<file path="config.mk">
export PLATFORM = sky130hd
export DESIGN_NAME = flash_rom_fetch
export DESIGN_NICKNAME = d
export VERILOG_FILES = /design/src/rtl/flash_rom_fetch.sv
export SDC_FILE = /design/constraint.sdc
export NUM_CORES = 1
export LEC_CHECK = 0
export ABC_CLOCK_PERIOD_IN_PS = 5400
export BUFFER_PORTS_ARGS = -buffer_cell sky130_fd_sc_hd__clkbuf_2
export CAP_MARGIN = 20
export CORE_AREA = 3 3 104 106
export CTS_BUF_LIST = sky130_fd_sc_hd__clkbuf_2 sky130_fd_sc_hd__clkbuf_4 sky130_fd_sc_hd__clkbuf_8
export CTS_CLUSTER_DIAMETER = 100
export DETAILED_ROUTE_END_ITERATION = 10
export DIE_AREA = 0 0 107 109
export GPL_TIMING_DRIVEN = 0
export PLACE_DENSITY = 0.72
export SYNTH_ARGS = -nofsm -noshare
export SYNTH_HDL_FRONTEND = slang
export SYNTH_SLANG_ARGS = --single-unit
</file>
<file path="constraint.sdc">
create_clock -name clk -period 5.4 [get_ports clk]
set_clock_uncertainty 0.2 [all_clocks]
set_input_delay 0.81 -clock clk [delete_from_list [all_inputs] [get_ports clk]]
set_output_delay 0.81 -clock clk [all_outputs]
set_load 0.005 [all_outputs]
</file>
<file path="src/rtl/flash_rom_fetch.sv">
// flash_rom_fetch: serves CPU PRG and PPU CHR byte reads from a serial-flash
// reader. Each port has a one-entry cache answered without touching flash;
// misses are arbitrated round-robin and fetched one at a time.
module flash_rom_fetch #(
    parameter logic [23:0] PRG_BASE = 24'h100000,
    parameter logic [23:0] CHR_BASE = 24'h140000,
    parameter int          PRG_AW   = 15,
    parameter int          CHR_AW   = 13
) (
    input  logic        clk,
    input  logic        reset_n,
    input  logic        cpu_req,
    input  logic [15:0] cpu_addr,
    output logic        cpu_ack,
    output logic [7:0]  cpu_rdata,
    input  logic        ppu_req,
    input  logic [13:0] ppu_addr,
    output logic        ppu_ack,
    output logic [7:0]  ppu_rdata,
    input  logic        flash_ready,
    input  logic [7:0]  flash_rdata,
    output logic        flash_read_en,
    output logic [23:0] flash_addr
);

    typedef enum logic [1:0] {IDLE, ISSUE, BUSY, DATA} state_t;

    // Offsets are truncated to the used width so upper address bits mirror.
    localparam logic [15:0] PRG_MASK = 16'((32'd1 << PRG_AW) - 32'd1);
    localparam logic [15:0] CHR_MASK = 16'((32'd1 << CHR_AW) - 32'd1);

    state_t      state_q, state_d;
    logic        sel_q, sel_d;             // port owning the flash access (1 = PPU)
    logic        prio_q, prio_d;           // port that wins a tie (1 = PPU)
    logic        seen_low_q, seen_low_d;   // flash_ready has dropped since the strobe
    logic [23:0] flash_addr_q, flash_addr_d;
    logic [15:0] sel_off_q, sel_off_d;     // offset being fetched, for the cache fill

    logic [1:0]  req_vec;
    logic [1:0]  miss_vec;
    logic [1:0]  ack_vec;
    logic [15:0] off_arr   [2];
    logic [7:0]  rdata_arr [2];
    logic        go;
    logic        pick;
    logic        data_cyc;

    assign req_vec    = {ppu_req, cpu_req};
    assign off_arr[0] = cpu_addr & PRG_MASK;
    assign off_arr[1] = {2'b00, ppu_addr} & CHR_MASK;

    // State and shared datapath registers.
    always_ff @(posedge clk or negedge reset_n) begin
        if (!reset_n) begin
            state_q      <= IDLE;
            sel_q        <= 1'b0;
            prio_q       <= 1'b0;
            seen_low_q   <= 1'b0;
            flash_addr_q <= 24'h000000;
            sel_off_q    <= 16'h0000;
        end else begin
            state_q      <= state_d;
            sel_q        <= sel_d;
            prio_q       <= prio_d;
            seen_low_q   <= seen_low_d;
            flash_addr_q <= flash_addr_d;
            sel_off_q    <= sel_off_d;
        end
    end

    // Arbitration: start a fetch only when the reader is ready; tie goes to prio_q.
    always_comb begin
        go   = (state_q == IDLE) && flash_ready && (|miss_vec);
        pick = (&miss_vec) ? prio_q : miss_vec[1];
    end

    // Next-state logic.
    always_comb begin
        state_d = state_q;
        case (state_q)
            IDLE:    if (go) state_d = ISSUE;
            ISSUE:   state_d = BUSY;
            BUSY:    if (data_cyc) state_d = DATA;
            DATA:    state_d = IDLE;
            default: state_d = IDLE;
        endcase
    end

    // FSM outputs: strobe in ISSUE; the data cycle is the first ready after a low.
    always_comb begin
        flash_read_en = 1'b0;
        data_cyc      = 1'b0;
        case (state_q)
            ISSUE:   flash_read_en = 1'b1;
            BUSY:    data_cyc = seen_low_q && flash_ready;
            default: ;
        endcase
    end

    // Shared datapath: latch the winner, its address and offset at selection time.
    always_comb begin
        sel_d        = sel_q;
        prio_d       = prio_q;
        flash_addr_d = flash_addr_q;
        sel_off_d    = sel_off_q;
        seen_low_d   = (state_q == BUSY) && (seen_low_q || !flash_ready);
        if (go) begin
            sel_d     = pick;
            prio_d    = !pick;
            sel_off_d = off_arr[pick];
            if (pick) flash_addr_d = CHR_BASE + {8'h00, off_arr[1]};
            else      flash_addr_d = PRG_BASE + {8'h00, off_arr[0]};
        end
    end

    genvar gi;
    generate
        for (gi = 0; gi < 2; gi++) begin : g_port
            localparam logic PORT_ID = (gi == 1);

            logic        inflight, hit, miss, capture;
            logic        cache_vld_q, cache_vld_d;
            logic [15:0] cache_off_q, cache_off_d;
            logic [7:0]  cache_dat_q, cache_dat_d;
            logic        done_q, done_d;   // acked; held until req is seen low
            logic        drop_q, drop_d;   // req went low while this port's fetch was in flight
            logic        ack_q, ack_d;
            logic [7:0]  rdata_q, rdata_d;

            // Per-port hit/miss detection, ack generation and cache fill.
            always_comb begin
                inflight    = (state_q != IDLE) && (sel_q == PORT_ID);
                hit         = req_vec[gi] && !done_q && !inflight && cache_vld_q
                              && (cache_off_q == off_arr[gi]);
                miss        = req_vec[gi] && !done_q && !inflight && !hit;
                capture     = data_cyc && (sel_q == PORT_ID);
                drop_d      = inflight && (drop_q || !req_vec[gi]);
                ack_d       = hit || (capture && !drop_q && req_vec[gi]);
                done_d      = req_vec[gi] && (done_q || ack_d);
                rdata_d     = rdata_q;
                cache_vld_d = cache_vld_q;
                cache_off_d = cache_off_q;
                cache_dat_d = cache_dat_q;
                if (hit) begin
                    rdata_d = cache_dat_q;
                end else if (ack_d) begin
                    rdata_d = flash_rdata;
                end
                if (capture) begin
                    cache_vld_d = 1'b1;
                    cache_off_d = sel_off_q;
                    cache_dat_d = flash_rdata;
                end
            end

            // Per-port registers.
            always_ff @(posedge clk or negedge reset_n) begin
                if (!reset_n) begin
                    cache_vld_q <= 1'b0;
                    cache_off_q <= 16'h0000;
                    cache_dat_q <= 8'h00;
                    done_q      <= 1'b0;
                    drop_q      <= 1'b0;
                    ack_q       <= 1'b0;
                    rdata_q     <= 8'h00;
                end else begin
                    cache_vld_q <= cache_vld_d;
                    cache_off_q <= cache_off_d;
                    cache_dat_q <= cache_dat_d;
                    done_q      <= done_d;
                    drop_q      <= drop_d;
                    ack_q       <= ack_d;
                    rdata_q     <= rdata_d;
                end
            end

            assign miss_vec[gi]  = miss;
            assign ack_vec[gi]   = ack_q;
            assign rdata_arr[gi] = rdata_q;
        end
    endgenerate

    assign cpu_ack    = ack_vec[0];
    assign ppu_ack    = ack_vec[1];
    assign cpu_rdata  = rdata_arr[0];
    assign ppu_rdata  = rdata_arr[1];
    assign flash_addr = flash_addr_q;

endmodule

</file>
==> results.yml, run 1 <==
power_and_ir_drop:
  power_density_nw_per_um2: 469
  intPower_mw: 1.62
  vdd_drop_max_mv: 0.231
  clkPwrFrac: 0.192
  p_switching_mw: 0.834
  p_comb_frac: 0.341
  switching_share: 0.340
  p_seq_frac: 0.466
  leakagePower_nw: 2.57
layout:
  stdcell_count: 607
  drive_above_1_share: 0.369
  multi_input_area_um2: 1900
  regArea_um2: 2280
  areaGrowthSynthToFinish_pct: 17.9
  fillers: 855
  diodes: 0
  fin_nets: 517
  stdcell_area_um2: 5240
  utilization: 0.531
synth:
  syn_inst: 377
  yosysSeqAreaShare: 0.512
  yosys.area.top_type: "dfrtp_1"
  syn_area_per_cell_um2: 11.8
  synth_edf_count: 0
  synth_common_cells: "dfrtp_1, mux2_2, inv_1, o211ai_1"
  synth-main-ff-cell: "dfrtp_1"
  yosysTopAreaCellShare: 0.512
  async_flop_share: 1.00
  yosys_warnings: 0
  synth.distinct_cells: 50
  yosys.cell_count.top_type: "dfrtp_1"
  synth_area_um2: 4450
  ys_top_cells_by_area: "dfrtp_1, mux2_2, mux2i_1, xor2_1, o211ai_1"
  ys_ff_latch: 91
timing:
  finalSetupViolCount: 0
  timing.setup.tns_ps: 0
  period_needed_ps: 3230
  fmax_mhz: 310
  rsz0062_at_grt: "no"
  slew_headroom: 0.537
  slew_viol_final: 0
  finalCritPeriodShare: 0.598
  tightest_slew_ps: 694
  hold_violations: 0
  layout_setup_ws_ps: 2170
setup_path:
  worstRegToRegCells: 10
  ff2ff_setup_slack_ps: 2170
  worstPathArrival_ps: 3260
  startpoint_type: "register"
  worstSetupEndpointType: "register"
  cp_max_fo: 10
  cp.required_ps: 5440
  critPathKind: "reg2reg"
floorplan:
  start_util: 0.451
  dieWidth_um: 107
  core_um2: 9860
  dieArea_um2: 11700
  pin_count: 86
  die_h_um: 109
  rows: 36
drt:
  drt_iter0_drc: 147
  drt-wirelength-per-cell_um: 17.1
  dr.pass1.iters: 4
  drcViolationCount: 0
  finalWirelength_um: 10400
  ant_nets: 0
  vias: 3170
  viasPerCell: 5.22
grt:
  grt_pass1_wl_um: 17200
  grtUsageTotal: 0.192
  antenna_found_initial: 0
  grt_overflow: 0
  grt_max_degree: 54
  grt_pass1_vias: 3345
placed_design:
  placed_cells: 592
  place_congestion: 0.827
  pre_cts_ws_ps: 2050
  io_buffers: 75
  place_area_um2: 5040
  post-dp-hpwl_um: 7620
flow_run:
  drv_cap: 0
clock_network:
  clockBufferDepth: 2
  cts.sinks: 91
  clk_latency_ps: 370
  cts_tree: "built"
  numCtsBuffers: 9
  post_cts_buffers: 0
  clkTransAtPathRegs_ps: 90
  hold_buffers: 0
  cts-root-buf: "clkbuf_8"
  ctsResizeCount: 0
  htreeDepth: 3
outcome:
  status: "finished, final reports clean"
hold_path:
  min_path_type: "in2async"
critical path, cell delays in order (launching register included):
cell	delay, ps
dfrtp_1	390
inv_1	180
ha_1	220
buf_4	180
nand2b_1	180
nand3b_2	200
nor3_2	320
nand4_1	490
nand3b_2	380
buf_6	230
o221ai_2	120
through the flow:
| step | power (mW) | hold slack, ps |
|---|---|---|
| floorplan | 1.68 | 225 |
| global placement | 1.95 | 246 |
| detailed placement | 2.00 | 255 |
| CTS | 2.48 | 259 |
| finish | 2.46 | 260 |
| global route | 2.63 | 280 |
placed cells by master (no fill, tap or decap), types with 2 or more instances in the layout:
cell type    n
o221ai_2     9
buf_6        3
clkbuf_8    10
buf_2        6
nand3_1      5
clkbuf_1     7
o221ai_1     4
xnor2_1     10
nand4_1      3
o21ai_0      8
clkinvlp_4   2
nand2b_1     5
nor2_1      11
o21a_1       2
xor2_1      18
nor3b_1      2
o21ai_2      2
o21ai_1      3
a21oi_1     12
mux2i_1     16
buf_4        9
mux2_2      46
inv_1       34
nand2_1     18
conb_1       7
clkbuf_2    74
nor3_1       3
o211ai_1    19
nand3b_2     2
nor4_1       3
dfrtp_1     91
ha_1         4
layout make-up:
cell class,count,share of cell area
repair buffers,76,0.0773
plain buffers,26,0.0308
well taps,133,0.0317
clock buffers,10,0.0263
flip-flops and latches,91,0.434
inverters,34,0.0243
clock inverters,5,0.0119
multi-input cells,232,0.363
power by group through the flow:
stage | Combinational (mW) | Clock [mW] | Sequential [mW]
floorplan | 0.566 | 0 | 1.12
global placement | 0.807 | 0 | 1.14
detailed placement | 0.846 | 0 | 1.16
CTS | 0.849 | 0.484 | 1.15
global route | 0.938 | 0.515 | 1.18
finish | 0.838 | 0.472 | 1.15
registers in the layout, indices dropped and copies added, names as in the netlist, 2 cells and up:
register and count:
g_port.cache_off_q 30, g_port.cache_dat_q 16, sel_off_q 14, cpu_rdata 8, ppu_rdata 8, flash_addr 3
g_port.cache_vld_q 2, g_port.done_q 2, g_port.drop_q 2, state_q 2
layer usage:
layer / GRT usage / wire length (um) / vias up
li1: - / - / 1500
met1: 0.247 / 4530 / 1562
met2: 0.317 / 5070 / 88
met3: 0.0432 / 558 / 20
met4: 0.0740 / 221 / 0
met5: 0 / 0 / -
worst paths after layout:
path                                              startpoint                              endpoint
max                                   state_q[0]$_DFFE_PN0P_             sel_off_q[11]$_DFFE_PN0P_
min reg2reg                g_port[1].cache_vld_q$_DFFE_PN0N_     g_port[1].cache_vld_q$_DFFE_PN0N_
max reg2reg                           state_q[0]$_DFFE_PN0P_             sel_off_q[11]$_DFFE_PN0P_
max in group asynchronous                            reset_n              sel_off_q[4]$_DFFE_PN0P_
min in group clk           g_port[1].cache_vld_q$_DFFE_PN0N_     g_port[1].cache_vld_q$_DFFE_PN0N_
min                                                  reset_n  g_port[1].cache_dat_q[4]$_DFFE_PN0N_
cells by family after synthesis:
| logic type | synth area share |
|---|---|
| and+or+nand+nor | 0.0763 |
| DFF | 0.512 |
| adders and majority gates | 0.0113 |
| xor gates and xnor gates | 0.0551 |
| AOI/OAI and AO/OA | 0.127 |
| muxes | 0.153 |
| buffers and inverters | 0.0650 |
| other | 0.000843 |
Note: power is estimated with default switching activity, not from simulation.
==> inputs of run 2 (changes only) <==
--- a/config.mk
+++ b/config.mk
@@ -5,7 +5,7 @@
 export SDC_FILE = /design/constraint.sdc
 export NUM_CORES = 1
 export LEC_CHECK = 0
-export ABC_CLOCK_PERIOD_IN_PS = 5400
+export ABC_CLOCK_PERIOD_IN_PS = 3300
 export BUFFER_PORTS_ARGS = -buffer_cell sky130_fd_sc_hd__clkbuf_2
 export CAP_MARGIN = 20
 export CORE_AREA = 3 3 104 106
==> constraint.sdc (replaced) <==
create_clock -name clk -period 3.3 [get_ports clk]
set_clock_uncertainty 0.2 [all_clocks]
set_input_delay 0.495 -clock clk [delete_from_list [all_inputs] [get_ports clk]]
set_output_delay 0.495 -clock clk [all_outputs]
set_load 0.005 [all_outputs]
==> run 2 against run 1 <==
Core utilization rose by 0.41 points; non-clock buffer count up 5; flip-flop and latch count is the same; sequential share of layout area decreased by 0.33 points; routed wire length is 0.22% higher; largest power group unchanged; critical endpoint is now sel_off_q[7]$_DFFE_PN0P_; critical path depth is 1 higher; critical path type unchanged; setup slack worse by 1800 ps; hold slack lost 87 ps; via count is 0.66% higher; register-to-register slack got worse by 1800 ps; total power grew 64%.
==> results.yml, run 2 (synthesized netlist as in run 1, its figures left out) <==
layout:
  areaGrowthSynthToFinish_pct: 18.8
  drive_above_1_share: 0.374
  final_cell_mix: "dfrtp_1, clkbuf_2, mux2_2"
  diodes: 0
  largest_reg_flops: 30
  top_register: "g_port.cache_off_q"
  fin_nets: 522
  final_common_cell: "dfrtp_1"
  largest_registers: "g_port.cache_off_q: 30 flops, g_port.cache_dat_q: 16 flops, sel_off_q: 14 flops"
setup_path:
  path_buf_inv: 4
  path_cells: "inv_1, ha_1, buf_4, nand2b_1, nand3b_2, nor3_2, and4_4, buf_6, buf_2, o211ai_1, o221ai_2"
  max_stage_delay_ps: 390
  worstSetupEndpointType: "register"
  critPathKind: "reg2reg"
  crit_family: "simple AND/OR/NAND/NOR gates"
  worstSetupPathDepth: 11
  startpoint_type: "register"
  worstPathArrival_ps: 3010
  cp_max_fo: 10
  cpMaxStageDelayCell: "dfrtp_1"
  cp.required_ps: 3390
  worstRegToRegCells: 11
floorplan:
  core_um2: 9860
  pin_count: 86
  dieArea_um2: 11700
  rows: 36
  die_h_um: 109
  dieWidth_um: 107
  start_util: 0.451
grt:
  grt_pass1_vias: 3345
  antenna_found_initial: 0
  grt_max_degree: 54
  grtUsageTotal: 0.192
  grt_overflow: 0
  grt_pass1_wl_um: 17200
timing:
  holdWs_ps: 174
  hold_violations: 0
  period_needed_ps: 2930
  rsz0062_at_grt: "no"
  slew_viol_final: 0
  fmax_mhz: 342
  timing.setup.tns_ps: 0
  finalSetupViolCount: 0
  tightest_slew_ps: 695
  slew_headroom: 0.537
  finalCritPeriodShare: 0.887
clock_network:
  cts-root-buf: "clkbuf_8"
  clkTransAtPathRegs_ps: 90
  ctsResizeCount: 0
  cts_tree: "built"
  numCtsBuffers: 9
  clockBufferDepth: 2
  cts.sinks: 91
  clk_latency_ps: 370
  htreeDepth: 3
drt:
  finalWirelength_um: 10400
  dr.pass1.iters: 4
  drcViolationCount: 0
  vias: 3191
  viasPerCell: 5.21
  drt-wirelength-per-cell_um: 17.0
  drt_iter0_drc: 147
  ant_nets: 0
power_and_ir_drop:
  power_density_nw_per_um2: 761
  finalPower_mw: 4.02
  leakagePower_nw: 2.59
  vdd_drop_max_mv: 0.379
placed_design:
  place_congestion: 0.827
  io_buffers: 75
  post-dp-hpwl_um: 7620
flow_run:
  drv_cap: 0
outcome:
  status: "finished, final reports clean"
hold_path:
  hold_depth: 2
  min_path_type: "in2reg"
==> run 2: cell types whose count changed in the layout (fill, tap and decap cells not counted), sizes merged <==
| cell | before | now |
|---|---|---|
| buf | 20 | 24 |
| dlygate4sd3 | 0 | 1 |
==> run 2: routing by layer <==
layer / part of all wire / GRT usage
met2: 0.49 / 0.317
met3: 0.058 / 0.0432
met4: 0.019 / 0.0740
met5: 0 / 0
met1: 0.43 / 0.247
==> run 2: worst paths after layout <==
check,start,slack [ps],to
max,state_q[0]$_DFFE_PN0P_,370,sel_off_q[7]$_DFFE_PN0P_
min,ppu_req,170,g_port[1].drop_q$_DFF_PN0_
max reg2reg,state_q[0]$_DFFE_PN0P_,370,sel_off_q[7]$_DFFE_PN0P_
min reg2reg,g_port[1].cache_vld_q$_DFFE_PN0N_,270,g_port[1].cache_vld_q$_DFFE_PN0N_
max in group asynchronous,reset_n,1760,g_port[0].cache_off_q[1]$_DFFE_PN0N_
min in group asynchronous,reset_n,490,g_port[1].cache_dat_q[4]$_DFFE_PN0N_
==> run 2: report_power, final <==
group          internal (mW)  switching [mW]
combinational          0.720           0.653
clock                  0.370           0.402
sequential              1.56           0.311
==> run 2: final cells by class <==
type / instances / area [um2]
buffer: 26 / 161
clock buffer: 10 / 138
clock inverter: 5 / 62.6
fill: 851 / 4580
inverter: 34 / 128
multi-input combinational: 232 / 1900
sequential: 91 / 2280
tap: 133 / 166
timing repair buffer: 81 / 445
==> run 2: repair_timing <==
item | CTS | global route
endpoints found under the hold margin | 38 | 0
endpoints found under the setup margin | 0 | 13
hold buffers | 1 | 0
buffers inserted | 0 | 4
==> run 2: metrics by stage <==
stage           util  area, um2  instances  setup WS, ps
2_1_floorplan      -       4470        383           825
3_3_place_gp   0.508       5010        591           226
3_5_place_dp   0.511       5040        592           104
4_1_cts        0.532       5250        608          70.3
5_1_grt        0.535       5280        612           149
6_report       0.535       5280        612           373
==> run 2: worst reg2reg max path, cell delays in order, from the launching register on <==
cell,delay (ps)
dfrtp_1,390
inv_1,180
ha_1,220
buf_4,180
nand2b_1,180
nand3b_2,200
nor3_2,310
and4_4,300
buf_6,160
buf_2,260
o211ai_1,170
o221ai_2,90
==> inputs of run 3 (changes only) <==
==> config.mk (replaced) <==
export PLATFORM = sky130hd
export DESIGN_NAME = flash_rom_fetch
export DESIGN_NICKNAME = d
export VERILOG_FILES = /design/src/rtl/flash_rom_fetch.sv
export SDC_FILE = /design/constraint.sdc
export NUM_CORES = 1
export LEC_CHECK = 0
export ABC_AREA = 1
export ABC_CLOCK_PERIOD_IN_PS = 3300
export BUFFER_PORTS_ARGS = -buffer_cell sky130_fd_sc_hd__clkbuf_2
export CAP_MARGIN = 20
export CORE_AREA = 3 3 106 108
export CTS_BUF_LIST = sky130_fd_sc_hd__clkbuf_2 sky130_fd_sc_hd__clkbuf_4 sky130_fd_sc_hd__clkbuf_8
export CTS_CLUSTER_DIAMETER = 100
export DETAILED_ROUTE_END_ITERATION = 10
export DIE_AREA = 0 0 109 111
export PLACE_DENSITY = 0.71
export SYNTH_ARGS = -nofsm -noshare
export SYNTH_HDL_FRONTEND = slang
export SYNTH_SLANG_ARGS = --single-unit
==> run 3 against run 2 <==
Setup slack gained 270 ps; sequential share of layout area grew 0.32 points; routed wire length grew 1.3%; sequential power shrank 4%; combinational power is essentially flat; critical path depth grew 1; via count grew 19%; hold slack lost 24 ps; clock-buffer cell count grew 2; clock power shrank 6.5%; synthesized cell count grew 54%; critical endpoint is now flash_addr[20]$_DFFE_PN0P_.
==> results.yml, run 3 <==
setup_path:
  startpoint_type: "register"
  critPathKind: "reg2reg"
  worstSetupEndpointType: "register"
  startpoint: "state_q[0]$_DFFE_PN0P_"
  cp.required_ps: 3340
  cpMaxStageDelayCell: "dfrtp_1"
  path_common_cell: "nand2_2"
  path_cells: "inv_1, ha_1, nor2_2, nor2_2, nand3_1, nor2_1, nand2_2, nand2_2, nand2_2, nand2_4, inv_2, or2_1"
  worstPathArrival_ps: 2700
  path_buf_inv: 2
  max_stage_delay_ps: 410
  r2r-start: "state_q[0]$_DFFE_PN0P_"
  crit_family: "simple AND/OR/NAND/NOR gates"
  cp_max_fo: 21
clock_network:
  post_cts_buffers: 0
  htreeDepth: 3
  cts-root-buf: "clkbuf_8"
  cts_tree: "built"
  cts.sinks: 91
  clk_latency_ps: 350
  numCtsBuffers: 9
  clkTransAtPathRegs_ps: 90
  ctsResizeCount: 0
  clockBufferDepth: 2
layout:
  regArea_um2: 2280
  fillers: 990
  diodes: 0
  fin_nets: 698
  multi_input_area_um2: 1860
  largest_reg_flops: 30
  stdcell_count: 792
  largest_registers: "g_port.cache_off_q: 30 flops, g_port.cache_dat_q: 16 flops, sel_off_q: 14 flops"
  final_common_cell: "nand2_1"
  final_cell_mix: "nand2_1, dfrtp_1, inv_1"
  areaGrowthSynthToFinish_pct: 14.2
  top_register: "g_port.cache_off_q"
  drive_above_1_share: 0.189
  stdcell_area_um2: 5240
hold_path:
  holdCritStartpoint: "flash_ready"
  min_path_type: "in2reg"
synth:
  syn_area_per_cell_um2: 7.89
  synth_edf_count: 0
  yosys_warnings: 0
  synth_common_cells: "nand2_1, dfrtp_1, inv_1, o21ai_0, nand3_1"
  yosys.area.top_type: "dfrtp_1"
  synth.distinct_cells: 34
  yosysSeqAreaShare: 0.496
  synth-main-ff-cell: "dfrtp_1"
  yosys.cell_count.top_type: "nand2_1"
  async_flop_share: 1.00
  ys_top_cells_by_area: "dfrtp_1, nand2_1, inv_1, o21ai_0, nand3_1"
  yosysTopAreaCellShare: 0.496
  syn_inst: 582
  ys_ff_latch: 91
  synth_area_um2: 4590
power_and_ir_drop:
  leakagePower_nw: 2.91
  vdd_drop_max_mv: 0.359
  power_density_nw_per_um2: 745
grt:
  grt_overflow: 0
  grtUsageTotal: 0.183
  grt_pass1_vias: 3784
  grt_pass1_wl_um: 17700
  grt_max_degree: 50
  antenna_found_initial: 0
timing:
  hold_violations: 0
  slew_headroom: 0.617
  finalSetupViolCount: 0
  slew_viol_final: 0
  finalCritPeriodShare: 0.806
  fmax_mhz: 376
  rsz0062_at_grt: "no"
  period_needed_ps: 2660
  tightest_slew_ps: 574
  timing.setup.tns_ps: 0
placed_design:
  io_buffers: 76
  placed_cells: 775
  post-dp-hpwl_um: 7770
  place_congestion: 0.848
  place_area_um2: 5040
outcome:
  status: "finished, final reports clean"
floorplan:
  pin_count: 86
  start_util: 0.445
  dieArea_um2: 12100
  rows: 37
  die_h_um: 111
  core_um2: 10300
  dieWidth_um: 109
drt:
  ant_nets: 0
  dr.pass1.iters: 6
  vias: 3794
  viasPerCell: 4.79
  drcViolationCount: 0
  finalWirelength_um: 10500
  drt-wirelength-per-cell_um: 13.3
  drt_iter0_drc: 199
flow_run:
  drv_cap: 0
==> run 3: changes by cell type after synthesis, moves of 9 or more <==
cell	delta
mux2i_1	-16
nand3_1	+29
a21oi_1	-10
nor2_1	+13
mux2_2	-46
o21ai_0	+47
inv_1	+44
nand2_1	+172
o221ai_2	-9
==> run 3: final cells by class <==
class,count,share of cell area
clock buffer,12,0.0303
clock inverter,4,0.00644
inverter,85,0.0609
multi-input combinational,384,0.354
sequential,91,0.434
tap,136,0.0325
timing repair buffer,80,0.0816
==> run 3: per-stage QoR <==
stage / setup WS [ps] / hold WS (ps) / utilization / power (mW)
floorplan: 1300 / -0.591 / - / 2.75
global placement: 686 / 235 / 0.488 / 3.15
detailed placement: 633 / 257 / 0.488 / 3.22
CTS: 611 / 126 / 0.508 / 3.96
global route: 416 / 152 / 0.508 / 4.26
finish: 639 / 149 / 0.508 / 3.91
==> run 3: path summary, 6_finish.rpt <==
kind | cells past startpoint | slack [ps] | to
max in group asynchronous | 3 | 1770 | flash_addr[20]$_DFFE_PN0P_
max reg2reg | 12 | 640 | flash_addr[20]$_DFFE_PN0P_
max | 12 | 640 | flash_addr[20]$_DFFE_PN0P_
min reg2reg | 2 | 270 | g_port[1].cache_vld_q$_DFFE_PN0N_
min in group asynchronous | 2 | 470 | ppu_rdata[2]$_DFFE_PN0P_
min | 2 | 150 | seen_low_q$_DFF_PN0_
==> run 3: report_power, final <==
part | switching (mW) | internal (mW) | leakage (nW)
Combinational | 0.815 | 0.562 | 1.61
Sequential | 0.281 | 1.53 | 1.21
Clock | 0.392 | 0.329 | 0.0966
==> run 3: timing repair <==
item                                    CTS  global route
hold endpoints to repair                 42             0
endpoints found under the setup margin    0             0
hold buffers                              1             0
==> run 3: per-layer routing <==
layer / vias up / part of all wire / global-route usage
li1: 1928 / - / -
met1: 1730 / 0.44 / 0.236
met2: 121 / 0.48 / 0.300
met3: 15 / 0.055 / 0.0361
met4: 0 / 0.021 / 0.0699
met5: - / 0 / 0
==> run 3: logic make-up (layout without fill, tap and decap cells) <==
logic type / after synthesis / in the layout / synth area share
xor+xnor: 13 / 13 / 0.0248
simple gates: 282 / 282 / 0.271
compound gates: 78 / 78 / 0.0921
buf+inv: 113 / 181 / 0.105
fa+ha+maj: 4 / 4 / 0.0109
other cells: 1 / 7 / 0.000817
flops: 91 / 91 / 0.496
